`src/rtl/register_read_bank.sv`:
```
// Indexed read of a flat register bus (live or snapshot) with RD_LATENCY-cycle latency to a one-cycle done.
// Backpressure: busy is high while a read is in flight; rd seen while busy is dropped, not queued.
module register_read_bank #(
  parameter int DATA_W       = 32,
  parameter int NUM_REGS     = 4,
  parameter int RD_LATENCY   = 1,
  parameter int USE_SNAPSHOT = 0,
  localparam int ADDR_W      = (NUM_REGS > 1) ? $clog2(NUM_REGS) : 1
) (
  input  logic                       clk,
  input  logic                       rst_n,
  input  logic                       rd,
  input  logic [ADDR_W-1:0]          rd_addr,
  input  logic [NUM_REGS*DATA_W-1:0] reg_in,
  input  logic                       snap,
  output logic [DATA_W-1:0]          rd_data,
  output logic                       done,
  output logic                       err,
  output logic                       busy
);

  localparam int CNT_W = 3;

  logic [DATA_W-1:0] src_words [NUM_REGS];
  logic [DATA_W-1:0] word_sel;
  logic              addr_oor;
  logic              accept;
  logic              complete;
  logic [DATA_W-1:0] cmp_data;
  logic              cmp_err;

  logic [CNT_W-1:0]  cnt_q, cnt_d;
  logic [DATA_W-1:0] pend_data_q, pend_data_d;
  logic              pend_err_q, pend_err_d;
  logic [DATA_W-1:0] rd_data_q, rd_data_d;
  logic              done_q, done_d;
  logic              err_q, err_d;

  generate
    if (USE_SNAPSHOT != 0) begin : g_snap
      logic [DATA_W-1:0] snap_q [NUM_REGS];

      // Registered bank: a read sampled on the same edge as snap sees the old copy.
      always_ff @(posedge clk or negedge rst_n) begin
        if (!rst_n) begin
          for (int i = 0; i < NUM_REGS; i++) snap_q[i] <= '0;
        end else if (snap) begin
          for (int i = 0; i < NUM_REGS; i++) snap_q[i] <= reg_in[i*DATA_W +: DATA_W];
        end
      end

      always_comb begin
        for (int i = 0; i < NUM_REGS; i++) src_words[i] = snap_q[i];
      end
    end else begin : g_live
      logic unused_snap;
      assign unused_snap = snap;

      always_comb begin
        for (int i = 0; i < NUM_REGS; i++) src_words[i] = reg_in[i*DATA_W +: DATA_W];
      end
    end
  endgenerate

  // Out-of-range addresses fall through the decode with zero data and the error flag set.
  always_comb begin
    word_sel = '0;
    addr_oor = 1'b1;
    for (int i = 0; i < NUM_REGS; i++) begin
      if (rd_addr == ADDR_W'(i)) begin
        word_sel = src_words[i];
        addr_oor = 1'b0;
      end
    end
  end

  assign busy   = (cnt_q != '0);
  assign accept = rd && !busy;

  always_comb begin
    cnt_d       = cnt_q;
    pend_data_d = pend_data_q;
    pend_err_d  = pend_err_q;
    complete    = 1'b0;
    cmp_data    = pend_data_q;
    cmp_err     = pend_err_q;

    if (RD_LATENCY == 1) begin
      complete = accept;
      cmp_data = word_sel;
      cmp_err  = addr_oor;
    end else begin
      if (cnt_q != '0) begin
        cnt_d    = cnt_q - 1'b1;
        complete = (cnt_q == CNT_W'(1));
      end
      if (accept) begin
        cnt_d       = CNT_W'(RD_LATENCY - 1);
        pend_data_d = word_sel;
        pend_err_d  = addr_oor;
      end
    end

    done_d    = complete;
    err_d     = complete && cmp_err;
    rd_data_d = complete ? cmp_data : rd_data_q;
  end

  always_ff @(posedge clk or negedge rst_n) begin
    if (!rst_n) begin
      cnt_q       <= '0;
      pend_data_q <= '0;
      pend_err_q  <= 1'b0;
      rd_data_q   <= '0;
      done_q      <= 1'b0;
      err_q       <= 1'b0;
    end else begin
      cnt_q       <= cnt_d;
      pend_data_q <= pend_data_d;
      pend_err_q  <= pend_err_d;
      rd_data_q   <= rd_data_d;
      done_q      <= done_d;
      err_q       <= err_d;
    end
  end

  assign rd_data = rd_data_q;
  assign done    = done_q;
  assign err     = err_q;

endmodule
```
`config.mk`:
```
export PLATFORM = sky130hd
export DESIGN_NAME = register_read_bank
export DESIGN_NICKNAME = d
export VERILOG_FILES = /design/src/rtl/register_read_bank.sv
export SDC_FILE = /design/constraint.sdc
export NUM_CORES = 1
export LEC_CHECK = 0
export CAP_MARGIN = 10
export CORE_AREA = 4 4 86 88
export CTS_CLUSTER_SIZE = 8
export DETAILED_ROUTE_END_ITERATION = 16
export DIE_AREA = 0 0 90 92
export GPL_TIMING_DRIVEN = 1
export PLACE_DENSITY = 0.89
export SYNTH_ARGS = -nofsm -noshare
export SYNTH_HDL_FRONTEND = slang
export SYNTH_SLANG_ARGS = --single-unit
export TNS_END_PERCENT = 1
```
`constraint.sdc`:
```
create_clock -name clk -period 0.8 [get_ports clk]
set_input_delay 0.2 -clock clk [delete_from_list [all_inputs] [get_ports clk]]
set_output_delay 0.2 -clock clk [all_outputs]
set_load 0.05 [all_outputs]
```
==> flow_summary.ini <==
[clock_network]
cts_tree = done
clockBufferDepth = 2
h_tree_levels = 2
clock_tree.root_cell = sky130_fd_sc_hd__clkbuf_8
clkLatencyLatePin_ns = 0.27
cts.clk_slew.worst_paths_ns = 0.07
clkSinkCount = 34
count_of_buffers_added_by_post_cts_timing_repair_for_setup = 0
cts_made_buffers = 5

[setup_path]
max_stage_delay_ns = 0.43
number_of_cells_on_the_worst_reg_to_reg_path = 2
crit_path_cell_trace = buf_12
timing.critical_path.max_delay_family = flip-flops
cp-end-kind = output pin
critical_path_class = flip-flop to output pin
cp_slowest_cell = sky130_fd_sc_hd__dfrtp_2
worst_setup_path_start_kind = flip-flop
critical_path_cell_count = 1
cp.required_ns = 0.60
critical_path.max_fanout = 2
worst-path-buf-inv = 1
critical_path_arrival_ns = 0.87

[global_routing]
grt_usage = 0.179
global_route.overflow_total = 0
antenna_found_initial = 0
wire_length_of_the_first_global_routing_pass_um = 12000
via_count_of_the_first_global_routing_pass = 2398
grt_max_degree = 35

[place]
placement.cell_area_mm2 = 0.00426
numPlacedInstances = 420
place.gp.congestion = 0.785
pre_cts_slack_ns = -0.557
post_detailed_placement_half_perimeter_wirelength_um = 5950
port_buffers = 166

[floorplan]
initial_utilization = 0.321
floorplan.rows = 30
die-area_mm2 = 0.00828
chipWidth_um = 90
top_level_ports = 169
core-area_mm2 = 0.00664
die_height_um = 92

[sta]
fin_worst_skew_ns = 0
final-hold-violation-count = 0
layout_worst_path_cycle_share = 1.33
fmax_mhz = 938
setup_violation_total_in_the_final_timing_report = 34
worst_slack_ns = -0.266
period_needed_ns = 1.07
grt_setup_unrepaired = yes
slew_viol_final = 0

[route]
drt_wl_total_um = 7330
drt_first_pass_iters = 4
drc = 0
viasPerCell = 5.10
routed_wire_length_per_instance_um = 17.1
drt.antenna.violating_nets = 0
dr_total_vias = 2186
drt_first_iter_violations = 69

[synth]
synth.cell_area_mm2 = 0.00213
synth.ff_latch_count = 34
synth_area_per_inst_um2 = 11.7
synth.yosys.warnings = 0
synthesis.instances = 182
synth.lib_cells_used.distinct = 12
synth_seq_area_share = 0.399

[finish]
final_common_cell = sky130_fd_sc_hd__clkdlybuf4s50_1
postLayoutCellArea_mm2 = 0.00437
layout.nets = 482
antenna_cells_inserted = 0
layout.cells.most_common_list = 128 x sky130_fd_sc_hd__clkdlybuf4s50_1, 64 x sky130_fd_sc_hd__mux2i_1, 40 x sky130_fd_sc_hd__buf_12
finish.utilization = 0.658
final_cell_count_no_fill = 429
synthToLayoutAreaGrowth_pct = 105
drive_above_1_share = 0.249

[run]
max_cap_violation_count = 0

[power]
worst_vdd_rail_ir_drop_mv = 0.823
power.static_leakage_nw = 1.86
post-layout-total-power_mw = 6.54
power_per_standard_cell_area_mw_per_mm2 = 1490

[status]
violations = negative setup slack
status = complete, but fails checks

[worst_hold_path]
min_path_cells = 2
hold_class = input port to flip-flop
logic make-up (layout without fill, tap and decap cells):
group / Yosys count / count (layout) / synth area share
mux: 64 / 64 / 0.300
flops: 34 / 34 / 0.399
compound gates: 32 / 32 / 0.131
buf+inv: 17 / 183 / 0.0687
simple gates: 34 / 34 / 0.0986
other cells: 1 / 2 / 0.00176
per-layer routing:
layer | up-vias | routed length [um] | track usage
li1 | 1025 | - | -
met1 | 1051 | 2690 | 0.206
met2 | 96 | 3890 | 0.315
met3 | 14 | 576 | 0.0550
met4 | 0 | 178 | 0.0587
met5 | - | 0 | 0
sequential cells by signal, indices dropped and copies added (netlist names):
signal and cells:
err 1, rd_data 32, done 1
area by class of cell:
| cell class | count | area (um^2) |
|---|---|---|
| flip-flops and latches | 34 | 891 |
| repair buffers | 175 | 2140 |
| multi-input cells | 132 | 1150 |
| clock buffers | 7 | 86.3 |
| fillers | 495 | 2270 |
| well taps | 80 | 100 |
| clock inverters | 1 | 5.00 |
power by group:
| part | internal, mW | switching, mW |
|---|---|---|
| logic | 1.72 | 1.33 |
| registers | 1.97 | 0.240 |
| clock network | 0.694 | 0.592 |
| total | 4.38 | 2.16 |
cells in the mapped netlist (all sizes together):
master / instances / area [um^2]
buf: 14 / 135
clkbuf: 3 / 11.3
conb: 1 / 3.75
dfrtp: 34 / 851
mux2i: 64 / 641
nand2: 1 / 3.75
nand2b: 33 / 206
o221ai: 32 / 280
path summary, 6_finish.rpt:
check                                         from                       to  slack, ns
hold reg to reg             rd_data[7]$_DFFE_PN0P_   rd_data[7]$_DFFE_PN0P_       0.54
max in group asynchronous                    rst_n  rd_data[27]$_DFFE_PN0P_       0.19
hold / removal                                  rd           done$_DFF_PN0_       0.31
min in group asynchronous                    rst_n           done$_DFF_PN0_       0.39
setup reg to reg           rd_data[22]$_DFFE_PN0P_  rd_data[22]$_DFFE_PN0P_       0.03
setup / recovery           rd_data[28]$_DFFE_PN0P_              rd_data[28]      -0.27
per-stage QoR:
stage	hold slack, ns	setup TNS [ns]
after floorplan	-0.0956	-3.09
after global placement	0.172	-16.24
after detailed placement	0.173	-16.93
after CTS	0.396	-15.23
after global routing	0.318	-9.86
final	0.311	-8.64
what timing repair did:
action                                  CTS  global route
endpoints found under the setup margin   66            66
hold endpoints to repair                 34             0
hold buffers                              1             0
resized for setup                         2             5
Power figures use the tool's default switching activity.
==> variant (config.mk and constraints unchanged) <==
`rd_data_q` no longer has a reset.
--- a/src/rtl/register_read_bank.sv
+++ b/src/rtl/register_read_bank.sv
@@ -112,5 +112,4 @@
       pend_data_q <= '0;
       pend_err_q  <= 1'b0;
-      rd_data_q   <= '0;
       done_q      <= 1'b0;
       err_q       <= 1'b0;
@@ -119,8 +118,11 @@
       pend_data_q <= pend_data_d;
       pend_err_q  <= pend_err_d;
-      rd_data_q   <= rd_data_d;
       done_q      <= done_d;
       err_q       <= err_d;
     end
+  end
+
+  always_ff @(posedge clk) begin
+    rd_data_q <= rd_data_d;
   end
 
Formal check against the unedited RTL: not equivalent (a bounded check fails within 4 cycles, from zero or initial values and one cycle with rst_n low).
==> variant against the unedited design <==
- the run still ends with setup timing left
- critical path depth unchanged
- sequential cell count unchanged
- non-clock buffer count down 2
- total power down 11%
- global-route usage down 1.9 points
- combinational power down 25%
- die area unchanged
- wire length down 8.6%
- synthesized area down 14%
- setup slack worse by 0.020 ns
- cell area down 11%
- largest cell class unchanged
==> variant: results (changes against the unedited design) <==
* outcome: finished with violations
* violations in the final reports: setup timing
* unique cell type count in the Yosys netlist: 9, -3
* most numerous cell types in the synthesized netlist: sky130_fd_sc_hd__edfxtp_1, sky130_fd_sc_hd__mux4_2, sky130_fd_sc_hd__buf_12, sky130_fd_sc_hd__buf_2
* global router's overall resource usage: 0.159, -0.0192
* number of gates resized after cts: 140, +138
* clock network fraction of design power: 0.205, +0.008
* routed via count divided by cell count: 4.73, -7.3%
* maximum number of pins on one net before global-route repair: 34, -2.9%
* cells after synthesis: 75, -59%
* total routed wire length on the met1 layer: 2360 um, -12%
* Max FO, Critical Path: 1, -1
* total leakage power: 1.66 nW, -11%
* final net count: 382, -21%
* met3 wirelength from detailed routing: 484 um, -16%
* setup-violating endpoint count in the final report: 66, +94%
* capture point of the critical path: rd_data[18]
* Post-Route WL: 6700 um, -8.6%
* leading post-synthesis cells by cell area: sky130_fd_sc_hd__edfxtp_1, sky130_fd_sc_hd__mux4_2, sky130_fd_sc_hd__buf_12
* DPL Wire Length: 5550 um, -6.7%
* min-delay worst type: input pin to asynchronous set/reset pin
* data arrival time of the critical path: 0.89 ns, +0.02 ns
* final sum of negative setup slack: -13.61 ns, -4.97 ns
* Seq. pwr: 2.33 mW, +5%
* post-layout worst setup margin: -0.286 ns, -0.0201 ns
* final cell count without fillers: 328, -24%
* Critical Path Source: rd_data[18]$_DFFE_PP_
* setup slack after placement: -0.762 ns, -0.205 ns
* sequential area share after synthesis: 0.550, +0.151
* total cell area at the placement stage: 0.00394 mm2, -7.5%
* wire length of the first global-routing pass: 9990 um, -17%
* overall power consumption: 5.79 mW, -11%
* fraction of final layout cells with drive strength greater than 1: 0.327, +0.0773
* total placed cells including tap cells: 320, -24%
* slowest library cell on the worst path: sky130_fd_sc_hd__edfxtp_1
* metal2 WL: 3740 um, -3.9%
* sw frac: 0.299, -0.0307
## variant: routing by layer
layer | vias up | track usage
met1 | 762 | 0.173
met2 | 92 | 0.301
met5 | - | 0
met3 | 8 | 0.0369
met4 | 0 | 0.0587
li1 | 688 | -
## variant: area by class of cell
cell class / count / area, um2
flip-flops and latches: 34 / 1010
clock buffers: 5 / 68.8
well taps: 80 / 100
clock inverters: 2 / 10.0
multi-input cells: 34 / 732
repair buffers: 173 / 1980
fillers: 567 / 2740
## variant: worst min-delay path by stage
stage | end | slack, ns | depth (start not counted)
4_1_cts | done$_DFF_PN0_ | 0.08 | 1
3_5_place_dp | done$_DFF_PN0_ | 0.38 | 1
6_report | done$_DFF_PN0_ | 0.09 | 1
3_3_place_gp | err$_DFF_PN0_ | 0.37 | 1
5_1_grt | done$_DFF_PN0_ | 0.09 | 1
2_1_floorplan | done$_DFF_PN0_ | -0.1 | 0
## variant: kinds of logic after synthesis
group	after synthesis	synth area share
other	1	0.00204
buffers and inverters	8	0.0511
muxes	32	0.396
DFF	34	0.550
